<file path="src/rtl/prio_code_decoder_pkg.sv">
// Shared definitions for the prioritised code-to-line decoder: FSM state
// encoding, bus widths, the idle line pattern and counter load helper.
package prio_code_decoder_pkg;

    localparam int          CODE_W = 3;
    localparam int          LINE_W = 8;
    localparam int          CNT_W  = 8;
    localparam logic [7:0]  Y_IDLE = 8'hFF;

    typedef enum logic [1:0] {
        IDLE  = 2'd0,
        DRIVE = 2'd1,
        GAP   = 2'd2
    } state_e;

    // Counters hold "cycles remaining after this one", so a phase of N
    // cycles is loaded with N-1 and ends when the counter reads zero.
    function automatic logic [CNT_W-1:0] cnt_load(input int cycles);
        return CNT_W'(cycles - 1);
    endfunction

endpackage

</file>
<file path="src/rtl/dec3to8_n.sv">
// Combinational 3-to-8 active-low decoder with enable. When disabled every
// line is released (high). The parent registers the result.
module dec3to8_n
    import prio_code_decoder_pkg::*;
(
    input  logic              i_en,
    input  logic [CODE_W-1:0] i_code,
    output logic [LINE_W-1:0] o_y_n
);

    // One-cold decode of the code when enabled, all lines high otherwise
    always_comb begin
        o_y_n = Y_IDLE;
        if (i_en) begin
            o_y_n = ~(8'h01 << i_code);
        end else begin
            o_y_n = Y_IDLE;
        end
    end

endmodule

</file>
<file path="src/rtl/prio_code_decoder.sv">
// Request-driven line decoder. Each accepted code drives one active-low line
// for HOLD_CYCLES, then releases all lines for GAP_CYCLES. A one-deep pending
// buffer absorbs a request arriving while a burst is in progress so that no
// request is ever dropped. en_n high aborts everything at the next edge.
module prio_code_decoder
    import prio_code_decoder_pkg::*;
#(
    parameter int HOLD_CYCLES = 4,
    parameter int GAP_CYCLES  = 1
)(
    input  logic              clk,
    input  logic              rst_n,
    input  logic              en_n,
    input  logic [CODE_W-1:0] a,
    input  logic              gs_n,
    output logic              ready,
    output logic [LINE_W-1:0] y_n,
    output logic              busy,
    output logic              done
);

    localparam logic [CNT_W-1:0] HOLD_LOAD = cnt_load(HOLD_CYCLES);
    localparam logic [CNT_W-1:0] GAP_LOAD  = cnt_load(GAP_CYCLES);
    localparam logic [CNT_W-1:0] CNT_ONE   = CNT_W'(1);

    state_e              r_state;
    state_e              w_state_nxt;
    logic [CNT_W-1:0]    r_cnt;
    logic [CNT_W-1:0]    w_cnt_nxt;
    logic [CODE_W-1:0]   r_code;
    logic [CODE_W-1:0]   w_code_nxt;
    logic [CODE_W-1:0]   r_pend_code;
    logic [CODE_W-1:0]   w_pend_code_nxt;
    logic                r_pend_valid;
    logic                w_pend_valid_nxt;
    logic                w_ready;
    logic                w_xfer;
    logic                w_dec_en;
    logic [LINE_W-1:0]   w_y_n_nxt;
    logic                w_busy_nxt;
    logic                w_done_nxt;
    logic [LINE_W-1:0]   r_y_n;
    logic                r_busy;
    logic                r_done;

    // Acceptance window: never in reset or while disabled; in a burst only
    // when the pending slot is free
    always_comb begin
        w_ready = 1'b0;
        if (!rst_n || en_n) begin
            w_ready = 1'b0;
        end else if (r_state == IDLE) begin
            w_ready = 1'b1;
        end else begin
            w_ready = ~r_pend_valid;
        end
    end

    assign w_xfer = w_ready & ~gs_n;
    assign ready  = w_ready;

    // State, counter, active code and pending buffer registers
    always_ff @(posedge clk or negedge rst_n) begin
        if (!rst_n) begin
            r_state      <= IDLE;
            r_cnt        <= '0;
            r_code       <= '0;
            r_pend_code  <= '0;
            r_pend_valid <= 1'b0;
        end else begin
            r_state      <= w_state_nxt;
            r_cnt        <= w_cnt_nxt;
            r_code       <= w_code_nxt;
            r_pend_code  <= w_pend_code_nxt;
            r_pend_valid <= w_pend_valid_nxt;
        end
    end

    // Next-state logic: phase sequencing, pending fill/drain and abort
    always_comb begin
        w_state_nxt      = r_state;
        w_cnt_nxt        = r_cnt;
        w_code_nxt       = r_code;
        w_pend_code_nxt  = r_pend_code;
        w_pend_valid_nxt = r_pend_valid;
        if (en_n) begin
            w_state_nxt      = IDLE;
            w_cnt_nxt        = '0;
            w_pend_valid_nxt = 1'b0;
        end else begin
            case (r_state)
                IDLE: begin
                    if (w_xfer) begin
                        w_state_nxt = DRIVE;
                        w_code_nxt  = a;
                        w_cnt_nxt   = HOLD_LOAD;
                    end else begin
                        w_cnt_nxt   = '0;
                    end
                end
                DRIVE: begin
                    if (w_xfer) begin
                        w_pend_code_nxt  = a;
                        w_pend_valid_nxt = 1'b1;
                    end else begin
                        w_pend_valid_nxt = r_pend_valid;
                    end
                    if (r_cnt == '0) begin
                        w_state_nxt = GAP;
                        w_cnt_nxt   = GAP_LOAD;
                    end else begin
                        w_cnt_nxt   = r_cnt - CNT_ONE;
                    end
                end
                GAP: begin
                    if (r_cnt != '0) begin
                        w_cnt_nxt = r_cnt - CNT_ONE;
                        if (w_xfer) begin
                            w_pend_code_nxt  = a;
                            w_pend_valid_nxt = 1'b1;
                        end else begin
                            w_pend_valid_nxt = r_pend_valid;
                        end
                    end else if (r_pend_valid) begin
                        // Buffered request takes priority; ready is low here
                        w_state_nxt      = DRIVE;
                        w_code_nxt       = r_pend_code;
                        w_pend_valid_nxt = 1'b0;
                        w_cnt_nxt        = HOLD_LOAD;
                    end else if (w_xfer) begin
                        // Last gap cycle with empty buffer: bypass straight in
                        w_state_nxt = DRIVE;
                        w_code_nxt  = a;
                        w_cnt_nxt   = HOLD_LOAD;
                    end else begin
                        w_state_nxt = IDLE;
                        w_cnt_nxt   = '0;
                    end
                end
                default: begin
                    w_state_nxt      = IDLE;
                    w_cnt_nxt        = '0;
                    w_pend_valid_nxt = 1'b0;
                end
            endcase
        end
    end

    // Output decode from the next state so the registered outputs line up
    // with the state they describe
    always_comb begin
        w_dec_en   = 1'b0;
        w_busy_nxt = 1'b0;
        w_done_nxt = 1'b0;
        case (w_state_nxt)
            IDLE: begin
                w_dec_en   = 1'b0;
                w_busy_nxt = 1'b0;
                w_done_nxt = 1'b0;
            end
            DRIVE: begin
                w_dec_en   = 1'b1;
                w_busy_nxt = 1'b1;
                w_done_nxt = (w_cnt_nxt == '0);
            end
            GAP: begin
                w_dec_en   = 1'b0;
                w_busy_nxt = 1'b1;
                w_done_nxt = 1'b0;
            end
            default: begin
                w_dec_en   = 1'b0;
                w_busy_nxt = 1'b0;
                w_done_nxt = 1'b0;
            end
        endcase
    end

    dec3to8_n u_dec (
        .i_en   (w_dec_en),
        .i_code (w_code_nxt),
        .o_y_n  (w_y_n_nxt)
    );

    // Glitch-free output registers; reset releases the lines asynchronously
    always_ff @(posedge clk or negedge rst_n) begin
        if (!rst_n) begin
            r_y_n  <= Y_IDLE;
            r_busy <= 1'b0;
            r_done <= 1'b0;
        end else begin
            r_y_n  <= w_y_n_nxt;
            r_busy <= w_busy_nxt;
            r_done <= w_done_nxt;
        end
    end

    assign y_n  = r_y_n;
    assign busy = r_busy;
    assign done = r_done;

endmodule

</file>
<file path="config.mk">
export PLATFORM = sky130hd
export DESIGN_NAME = prio_code_decoder
export DESIGN_NICKNAME = d
export VERILOG_FILES = /design/src/rtl/prio_code_decoder_pkg.sv /design/src/rtl/dec3to8_n.sv /design/src/rtl/prio_code_decoder.sv
export SDC_FILE = /design/constraint.sdc
export NUM_CORES = 1
export LEC_CHECK = 0
export CORE_ASPECT_RATIO = 1.5
export CORE_MARGIN = 4
export CORE_UTILIZATION = 37
export CTS_CLUSTER_DIAMETER = 100
export CTS_CLUSTER_SIZE = 24
export DETAILED_ROUTE_END_ITERATION = 12
export HOLD_SLACK_MARGIN = 0.06
export PLACE_DENSITY_LB_ADDON = 0.3
export SYNTH_ARGS = -nofsm -noshare
export SYNTH_HDL_FRONTEND = slang
export SYNTH_SLANG_ARGS = --single-unit
</file>
<file path="constraint.sdc">
create_clock -name clk -period 2.6 [get_ports clk]
set_input_delay 0.26 -clock clk [delete_from_list [all_inputs] [get_ports clk]]
set_output_delay 0.26 -clock clk [all_outputs]
set_load 0.05 [all_outputs]
</file>
# ---- Word-level counts from Yosys, hierarchy flattened
# Index checks and enable logic that the tools add are counted.
dict set report op_classes {
  reduce_logical 9
  shifts 1
  eq_ne 6
  bitwise 5
  n_addsub 1
  n_mux 31
}
# operator n
set ops {}
lappend ops {{two-way mux 8 bit} 5}
lappend ops {{case mux 8 bit (3 select lines)} 1}
lappend ops {{two-way mux 3 bit} 6}
lappend ops {{zero test 8 bit} 2}
lappend ops {{case mux 3 bit (2 select lines)} 2}
lappend ops {{two-way mux 1 bit} 10}
lappend ops {{two-way mux 2 bit} 5}
lappend ops {{inverter 8 bit} 1}
lappend ops {{nonzero test 8 bit} 1}
lappend ops {{left shift 1 x 3 -> 8 bit, first input constant} 1}
lappend ops {{subtractor 8 x 1 -> 8 bit, second input constant} 1}
lappend ops {{case mux 2 bit (3 select lines)} 1}
lappend ops {{== test 2 x 1 -> 1 bit, second input constant} 2}
lappend ops {{== test 2 bit, second input constant} 2}
lappend ops {{!= test 2 bit, second input constant} 2}
lappend ops {{inverter 1 bit} 3}
lappend ops {{case mux 1 bit (3 select lines)} 1}
lappend ops {{AND reduction 3 bit} 1}
lappend ops {{zero test 2 bit} 1}
lappend ops {{nonzero test 2 bit} 1}
lappend ops {{OR reduction 2 bit} 1}
lappend ops {{bitwise AND 1 bit} 1}
lappend ops {{zero test 1 bit} 1}
lappend ops {{logical OR 1 bit} 1}
dict set report totals {
  inputBits 7
  out_inout_bits 11
  ff_bits 27
}

# ---- Longest topological paths before layout
# Gate-level depths: netlist of run 1.
dict set report logic_depth {
  depth_word 12
  ltp_mapped 10
  depth_no_buf 10
}

# ---- Cells and area by module
# From an unflattened synthesis of run 1, not the netlist that was laid out.
dict set report hier_totals {
  hier_cells 151
  area_unflattened_um2 1520.2
}
# module area_each_um2 cells_each seq_area_each_um2 n_inst
set modules_own_cells {}
lappend modules_own_cells {prio_code_decoder 1443.9 143 685.7 1}
lappend modules_own_cells {dec3to8_n 76.3 8 0.0 1}

# ---- Least setup slack after synthesis of run 1
# Ideal clock, no wire load.
dict set report synth_timing {
  kind {flip-flop to flip-flop}
  from {reg r_cnt[0]}
  to {reg r_y_n[7], in the netlist y_n[7]}
  slack_ps 136
  path_buffers 0
  synth_period_minus_slack_ps 2464
  required_time_ps 2508
  arrival_time_ps 2372
  path_stages_with_launch 11
  path_cell_list {dfrtp_1 -> inv_1 -> ha_1 -> nor4b_4 -> nand2_1 -> o31ai_1 -> o21ai_0 -> nor2_1 -> ha_1 -> o21ai_0 -> or3_2}
}
dict set report synth_via {
  elab_chain_len 7
  elab_cells_between_ends 14
}
# element line_no
set synth_lines {}
lappend synth_lines {{start: declaration} prio_code_decoder.sv:28} ;# logic [CNT_W-1:0] r_cnt;
lappend synth_lines {{start signal: assignment} prio_code_decoder.sv:72} ;# r_cnt <= w_cnt_nxt;
lappend synth_lines {{nonzero test 8 bit or zero test 8 bit (tied branches)} {prio_code_decoder.sv:116, prio_code_decoder.sv:108}}
lappend synth_lines {{two-way mux 2 bit, on equally long branches} {prio_code_decoder.sv:116, prio_code_decoder.sv:108}}
lappend synth_lines {{case mux 2 bit (3 select lines) (*)} prio_code_decoder.sv:91} ;# case (r_state)
lappend synth_lines {{two-way mux 2 bit (*)} prio_code_decoder.sv:86} ;# if (en_n) begin
lappend synth_lines {{via w_state_nxt[0]} prio_code_decoder.sv:27} ;# state_e w_state_nxt;
lappend synth_lines {{== test 2 x 1 -> 1 bit (*)} prio_code_decoder.sv:155} ;# case (w_state_nxt)
lappend synth_lines {{two-way mux 1 bit (*)} prio_code_decoder.sv:155}
lappend synth_lines {{two-way mux 8 bit (*)} dec3to8_n.sv:14} ;# if (i_en) begin
lappend synth_lines {{via u_dec.o_y_n[7]} dec3to8_n.sv:8} ;# output logic [LINE_W-1:0] o_y_n
lappend synth_lines {{end signal: assignment} prio_code_decoder.sv:192} ;# r_y_n <= w_y_n_nxt;
lappend synth_lines {{end: declaration} prio_code_decoder.sv:42} ;# logic [LINE_W-1:0] r_y_n;
# Mark *: on every way through the listed nets, which the timed path passes. The rest lies on a longest branch.
# A chain may end at the register's enable or synchronous reset.

# ---- Final worst setup path of run 1
dict set report layout_timing {
  from {reg r_cnt[1]}
  to {reg r_y_n[7], in the netlist y_n[7]}
}
# The elaborated chain is that of the path after synthesis.

==> reports/qor.txt, run 1 <==
Via count - 1,228
Syn nets - 164
Synthesized area - 1520 µm²
Clock power frac - 23.0%
Leak pwr - 0.865 nW
Total GRT Usage - 14.6%
Final hold vios - 0
Post-synthesis compound-gate area fraction - 16.0%
Layout area overhead - 26.5%
Pre-CTS WS - 0.0102 ns
Row cnt - 28
HP Class - in -> async
Vias in the first global route - 1,327
Synth warn - 0
Sw Ratio - 30.8%
Grt total ovfl - 0
Total negative slack - 0 ns
Fin crit share - 93.2%
Critical Path AT - 2.63 ns
Reg area - 686 µm²
Largest family of logic cells by synthesized area - simple AND/OR/NAND/NOR gates
PortBufs - 17
Total Wirelength - 3360 µm
FF+latch count, synth - 27
Root Driver - clkbuf_8
Initial antenna violation count - 0
Die area - 5220 µm²
Max_slew headroom - 60.8%
Seq/Total Area, Yosys - 45.1%
Core Box Area - 3960 µm²
Synth area leader - dfrtp_1
HPWL Detailed - 2620 µm
Routed wl met3 - 97 µm
Area contributors post-synth - dfrtp_1, dfstp_2, ha_1, nor2_1, a21oi_1
Internal power - 729 µW
Skew final - 0.00449 ns
RSZ-0062 raised after global routing - no
Simple-gate share of the synthesized area - 24.5%
I/O pin count - 18
Net Sw Power - 325 µW
Vias per inst - 5.29
Yosys cell types - 41
Syn Inst Count - 151
Hold-fix buffers at CTS - 0
Clk_lat worst skew - 0.28 ns
Pwr dens - 548 nW/µm²
Setup crit end kind - register
Global-route wire length before repair - 5830 µm
CTS sink cnt - 27
Nets@finish - 201
Router iterations before antenna repair - 4
Worst Path Required - 2.80 ns
Syn avg cell area - 10.1 µm²
Die X - 60.4 µm
Endpoints failing setup - 0
DRC violations left - 0
Status - finished, final reports clean
Max IR drop VDD - 0.289 mV
Combinational power share - 30.1%
Max Slew Vio Count - 0
Wire per inst - 14.5 µm
Critical-path maximum fanout - 5
Post-route ant nets - 0
Metal-1 WL - 1250 µm
Final worst slack - 0.176 ns
Multi-input gate area - 779 µm²
TritonCTS clock tree - done
Fin crit period - 2.42 ns
Routability cong. - 0.891
Post-synthesis adder-cell area fraction - 4.93%
Die height - 86.5 µm
Routed length on met2 - 1960 µm
Crit path kind - reg -> reg
Number of max-cap violations - 0
Multiplexer share of the synthesized area - 2.96%
Synth Area in XOR/XNOR - 2.30%
Layout cell share with drive strength beyond 1 - 28.3%
Max layer used - met4
CTS Buf Count - 3
Startpoint Class - register
DRT iter0 DRCs - 74
Largest net degree at the start of global routing - 31
Top cell type's share of synthesized area - 31.3%
Initial core utilization - 38.4%
Sequential Power Share - 46.9%
Highest clock rate - 0.412 GHz
N_diodes - 0
Worst slew pin tran - 0.585 ns
CTS H-tree depth - 1
Clock buffer depth - 2
Fill cell count - 364
Clock transition at path regs - 0.09 ns
registers in the layout, summed over array words and instances, names as in the netlist:
| name | flops |
|---|---|
| r_cnt | 8 |
| y_n | 8 |
| r_code | 3 |
| busy | 1 |
| done | 1 |
| r_pend_code | 3 |
| r_pend_valid | 1 |
| r_state | 2 |
cell usage in the layout (no fill, tap or decap), types with 2 or more instances in the layout:
cell type        netlist  final
a221oi_4               2      2
ha_1                   6      5
dfstp_2                8      8
nand2_1               12     12
nand3_1                4      4
o21ai_1                0      2
buf_4                  1     18
o211ai_1               2      2
nor3b_1                2      2
nor2_1                17     17
nand3b_1               4      4
dfrtp_1               19     19
xnor2_1                3      3
or2_2                  4      4
inv_2                  2      2
mux2_2                 4      4
clkdlybuf4s50_1        0     16
clkbuf_8               0      3
nor3_1                 6      6
a21oi_1               11     11
o31ai_1                3      2
or3_1                  4      4
o21ai_0                6      4
inv_1                  9      9
nor2b_1                3      3
synthesized netlist by cell type:
library cell and count:
nor4_1 1, or3_2 1, or2_2 4, nor4b_4 1
xnor2_1 3, a32oi_1 1, inv_1 9, a21o_1 1
clkbuf_1 1, and2_2 1, a21boi_0 1, dfrtp_1 19
xor2_1 1, nand4b_2 1, nand2b_1 1, nand3_1 4
o31ai_1 3, nor3b_1 2, nor3b_2 1, o21a_1 1
mux2_2 4, or4_2 1, nor2b_1 3, and4bb_2 1
nor3_1 6, buf_4 1, a221oi_4 2, nand3b_1 4
o41a_1 1, o21ai_0 6, a2bb2oi_2 1, a21oi_1 11
inv_2 2, o2111a_1 1, o211ai_1 2, ha_1 6
or3_1 4, nand2_1 12, dfstp_2 8, buf_6 1
nor2_1 17
worst max-delay path, stage by stage (launching register included):
cell     delay, ns
dfrtp_1       0.41
inv_1         0.06
ha_1          0.20
nor4b_4       0.14
buf_4         0.14
buf_4         0.13
and2_2        0.18
nand2_1       0.09
a21oi_1       0.07
nor2_1        0.18
ha_2          0.23
o21ai_1       0.10
or3_2         0.42
stage by stage:
step	power, mW	cells	utilization, %	hold slack (ns)	area, µm²
2_1_floorplan	0.697	151	-	-0.0356	1520
3_3_place_gp	0.799	224	46.5	0.495	1840
3_5_place_dp	0.806	224	46.5	0.504	1840
4_1_cts	1.06	230	48.0	0.480	1900
5_1_grt	1.11	232	48.6	0.489	1920
6_report	1.05	232	48.6	0.465	1920
power groups by stage:
stage | Combinational [mW] | Clock, mW | Sequential, mW
after global routing | 0.349 | 0.265 | 0.500
after global placement | 0.297 | 0 | 0.502
after floorplan | 0.175 | 0 | 0.522
after detailed placement | 0.303 | 0 | 0.503
final | 0.317 | 0.242 | 0.495
after CTS | 0.311 | 0.249 | 0.495
worst paths after layout:
check / start / endpoint / slack [ns] / depth (start not counted)
worst max-delay path: r_cnt[1] / y_n[7] / 0.18 / 12
worst min-delay path: rst_n / r_cnt[2] / 0.46 / 2
worst max register to register: r_cnt[1] / y_n[7] / 0.18 / 12
worst min register to register: r_pend_code[0] / r_pend_code[0] / 0.52 / 1
max in group asynchronous: rst_n / y_n[2] / 1.83 / 2
min in group clk: r_pend_code[0] / r_pend_code[0] / 0.52 / 1
area by class of cell:
| class | count | area share (%) |
|---|---|---|
| multi-input combinational | 110 | 40.5 |
| sequential | 27 | 35.6 |
| timing repair buffer | 35 | 16.4 |
| tap | 45 | 2.93 |
| clock buffer | 3 | 2.15 |
| inverter | 11 | 2.15 |
| clock inverter | 1 | 0.260 |
kinds of logic after synthesis:
group / after synthesis
adder cells (fa/ha/maj): 6
XOR/XNOR: 4
AO/OA/AOI/OAI: 31
buffers and inverters: 14
AND/OR/NAND/NOR: 65
multiplexers: 4
flip-flops: 27
what timing repair did:
action / CTS / global route
buffers inserted: 2 / 2
setup endpoints to repair: 1 / 8
resized for setup: 0 / 4
pin swaps: 0 / 2
hold endpoints to repair: 0 / 0
routing by layer:
metal | track usage [%] | up-vias
met5 | 0 | -
met4 | 5.24 | 0
met3 | 1.94 | 5
met2 | 27.7 | 21
met1 | 15.6 | 602
li1 | - | 600
Note: power is estimated with default switching activity, not from simulation.
==> inputs of run 2 (changes only) <==
--- a/config.mk
+++ b/config.mk
@@ -11,8 +11,8 @@
 export CTS_CLUSTER_DIAMETER = 100
 export CTS_CLUSTER_SIZE = 24
 export DETAILED_ROUTE_END_ITERATION = 12
-export HOLD_SLACK_MARGIN = 0.06
 export PLACE_DENSITY_LB_ADDON = 0.3
+export SLEW_MARGIN = 30
 export SYNTH_ARGS = -nofsm -noshare
 export SYNTH_HDL_FRONTEND = slang
 export SYNTH_SLANG_ARGS = --single-unit
==> constraint.sdc (replaced) <==
create_clock -name clk -period 2.1 [get_ports clk]
set_input_delay 0.21 -clock clk [delete_from_list [all_inputs] [get_ports clk]]
set_output_delay 0.21 -clock clk [all_outputs]
set_load 0.05 [all_outputs]
==> reports/qor.txt, run 2 (same netlist as run 1, synthesis figures left out) <==
Die area - 5220 µm² (unchanged)
Vias per inst - 5.18 (was 5.29)
Die height - 86.5 µm (unchanged)
Wire per inst - 14.5 µm (about the same)
Routability cong. - 0.909 (was 0.891)
Leak pwr - 1.02 nW (was 0.865 nW)
Initial core utilization - 38.4% (unchanged)
Tot Pwr - 1.42 mW (was 1.05 mW)
DRC violations left - 0 (unchanged)
Vias in the first global route - 1,430 (was 1,327)
Initial antenna violation count - 0 (unchanged)
Reg area - 686 µm² (unchanged)
Largest net degree at the start of global routing - 25 (was 31)
Final hold vios - 0 (unchanged)
Pwr dens - 635 nW/µm² (was 548 nW/µm²)
N_diodes - 0 (unchanged)
DRT iter0 DRCs - 17 (was 74)
RSZ-0062 raised after global routing - yes (was no)
Layout cell share with drive strength beyond 1 - 42.9% (was 28.3%)
CTS H-tree depth - 1 (unchanged)
Pre-CTS WS - -0.217 ns (was 0.0102 ns)
Internal power - 966 µW (was 729 µW)
Combinational power share - 34.9% (was 30.1%)
Fin crit period - 2.21 ns (was 2.42 ns)
I/O pin count - 18 (unchanged)
Critical-path maximum fanout - 5 (unchanged)
Clock power frac - 22.0% (was 23.0%)
HP Class - in -> async (unchanged)
Max IR drop VDD - 0.571 mV (was 0.289 mV)
Max_slew headroom - 65.9% (was 60.8%)
Leading cell type in the layout, fill and taps excluded - buf_4 (was dfrtp_1)
Total Wirelength - 3720 µm (was 3360 µm)
Critical Path AT - 2.42 ns (was 2.63 ns)
Hold-fix buffers at CTS - 0 (unchanged)
TritonCTS clock tree - done (unchanged)
Grt total ovfl - 0 (unchanged)
Via count - 1,331 (was 1,228)
Global-route wire length before repair - 6150 µm (was 5830 µm)
Core Util, Final - 56.6% (was 48.6%)
CTS sink cnt - 27 (unchanged)
Post-route ant nets - 0 (unchanged)
Worst Hold Margin - 0.217 ns (was 0.465 ns)
Reg2Reg Depth - 9 (was 12)
Sw Ratio - 32.1% (was 30.8%)
Violated checks - setup timing
Worst slew pin tran - 0.510 ns (was 0.585 ns)
Total GRT Usage - 15.3% (was 14.6%)
Core Box Area - 3960 µm² (unchanged)
Max Slew Vio Count - 0 (unchanged)
Worst setup path startpoint - r_cnt[1] (unchanged)
CP endpoint - y_n[4] (was y_n[7])
FF-to-FF Start - r_cnt[1] (unchanged)
Placed cells - 245 (was 224)
Root Driver - clkbuf_8 (unchanged)
Router iterations before antenna repair - 4 (unchanged)
Worst Path Required - 2.31 ns (was 2.80 ns)
Reg2reg end - y_n[4] (was y_n[7])
Skew final - 0.00143 ns (was 0.00449 ns)
Most frequent cells in the layout - buf_4, dfrtp_1, nor2_1, clkdlybuf4s50_1, nand2_1 (was dfrtp_1, buf_4, nor2_1)
Placed Area - 2050 µm² (was 1840 µm²)
Startpoint Class - register (unchanged)
FF-to-FF setup slack - -0.11 ns (was 0.18 ns)
Fill cell count - 350 (was 364)
Sequential Power Share - 43.1% (was 46.9%)
Clock buffer depth - 2 (unchanged)
Fin area - 2240 µm² (was 1920 µm²)
Clk_lat worst skew - 0.28 ns (about the same)
CTS Buf Count - 3 (unchanged)
Setup crit end kind - register (unchanged)
Net Sw Power - 457 µW (was 325 µW)
Nets@finish - 226 (was 201)
Fin crit share - 105% (was 93.2%)
Die X - 60.4 µm (unchanged)
Highest clock rate - 0.453 GHz (was 0.412 GHz)
Status - finished, violations left (was finished, final reports clean)
PortBufs - 17 (unchanged)
Total negative slack - -0.744 ns (was 0 ns)
Clock transition at path regs - 0.10 ns (was 0.09 ns)
Row cnt - 28 (unchanged)
Multi-input gate area - 891 µm² (was 779 µm²)
Crit path kind - reg -> reg (unchanged)
Final worst slack - -0.108 ns (was 0.176 ns)
Finished Layout Cells - 257 (was 232)
HPWL Detailed - 2770 µm (was 2620 µm)
Layout area overhead - 47.4% (was 26.5%)
Endpoints failing setup - 10 (was 0)
Number of max-cap violations - 0 (unchanged)
==> run 2: changes by cell type in the layout (fill, tap and decap cells not counted), sizes merged <==
cell	change
clkinvlp	+1
clkinv	-1
buf	+25
==> run 2: per-layer routing <==
metal | GRT usage, % | vias up | part of all wire (%)
met2 | 29.9 | 12 | 60
met4 | 6.05 | 0 | 1.6
met1 | 15.5 | 664 | 37
met3 | 1.79 | 6 | 1.7
met5 | 0 | - | 0
li1 | - | 649 | -
==> run 2: how the worst min path moves through the flow <==
| stage | start | to | slack, ns | depth (start not counted) |
|---|---|---|---|---|
| final | rst_n | r_pend_valid | 0.22 | 2 |
| after global routing | rst_n | r_pend_valid | 0.24 | 2 |
| after CTS | rst_n | r_pend_valid | 0.23 | 2 |
| after detailed placement | r_pend_code[2] | r_pend_code[2] | 0.50 | 1 |
| after global placement | r_pend_code[2] | r_pend_code[2] | 0.49 | 1 |
| after floorplan | rst_n | busy | -0.09 | 0 |
==> run 2: cell type report <==
type	instances	area share, %
repair buffers	60	23.2
well taps	45	2.51
clock inverters	1	0.335
multi-input cells	110	39.7
clock buffers	3	1.84
flip-flops and latches	27	30.6
inverters	11	1.84
==> run 2: what timing repair did <==
action | in CTS | in global routing
setup endpoints to repair | 9 | 14
hold endpoints to repair | 0 | 0
setup buffers | 3 | 5
resized for setup | 6 | 11
pin swaps | 6 | 7
==> run 2: power by group through the flow <==
stage / sequential (mW) / clock (mW) / combinational [mW]
after floorplan: 0.646 / 0 / 0.230
after global placement: 0.619 / 0 / 0.427
after detailed placement: 0.623 / 0 / 0.435
after CTS: 0.613 / 0.319 / 0.456
after global routing: 0.620 / 0.342 / 0.545
final: 0.614 / 0.313 / 0.497
==> run 2: critical path, stage by stage (launching register included) <==
cell and delay [ns]:
dfrtp_1 0.40, inv_2 0.07, ha_4 0.14, nor4b_4 0.21
buf_6 0.17, nand4b_4 0.13, a2bb2oi_4 0.21, a221oi_4 0.36
inv_2 0.08, or3_4 0.37
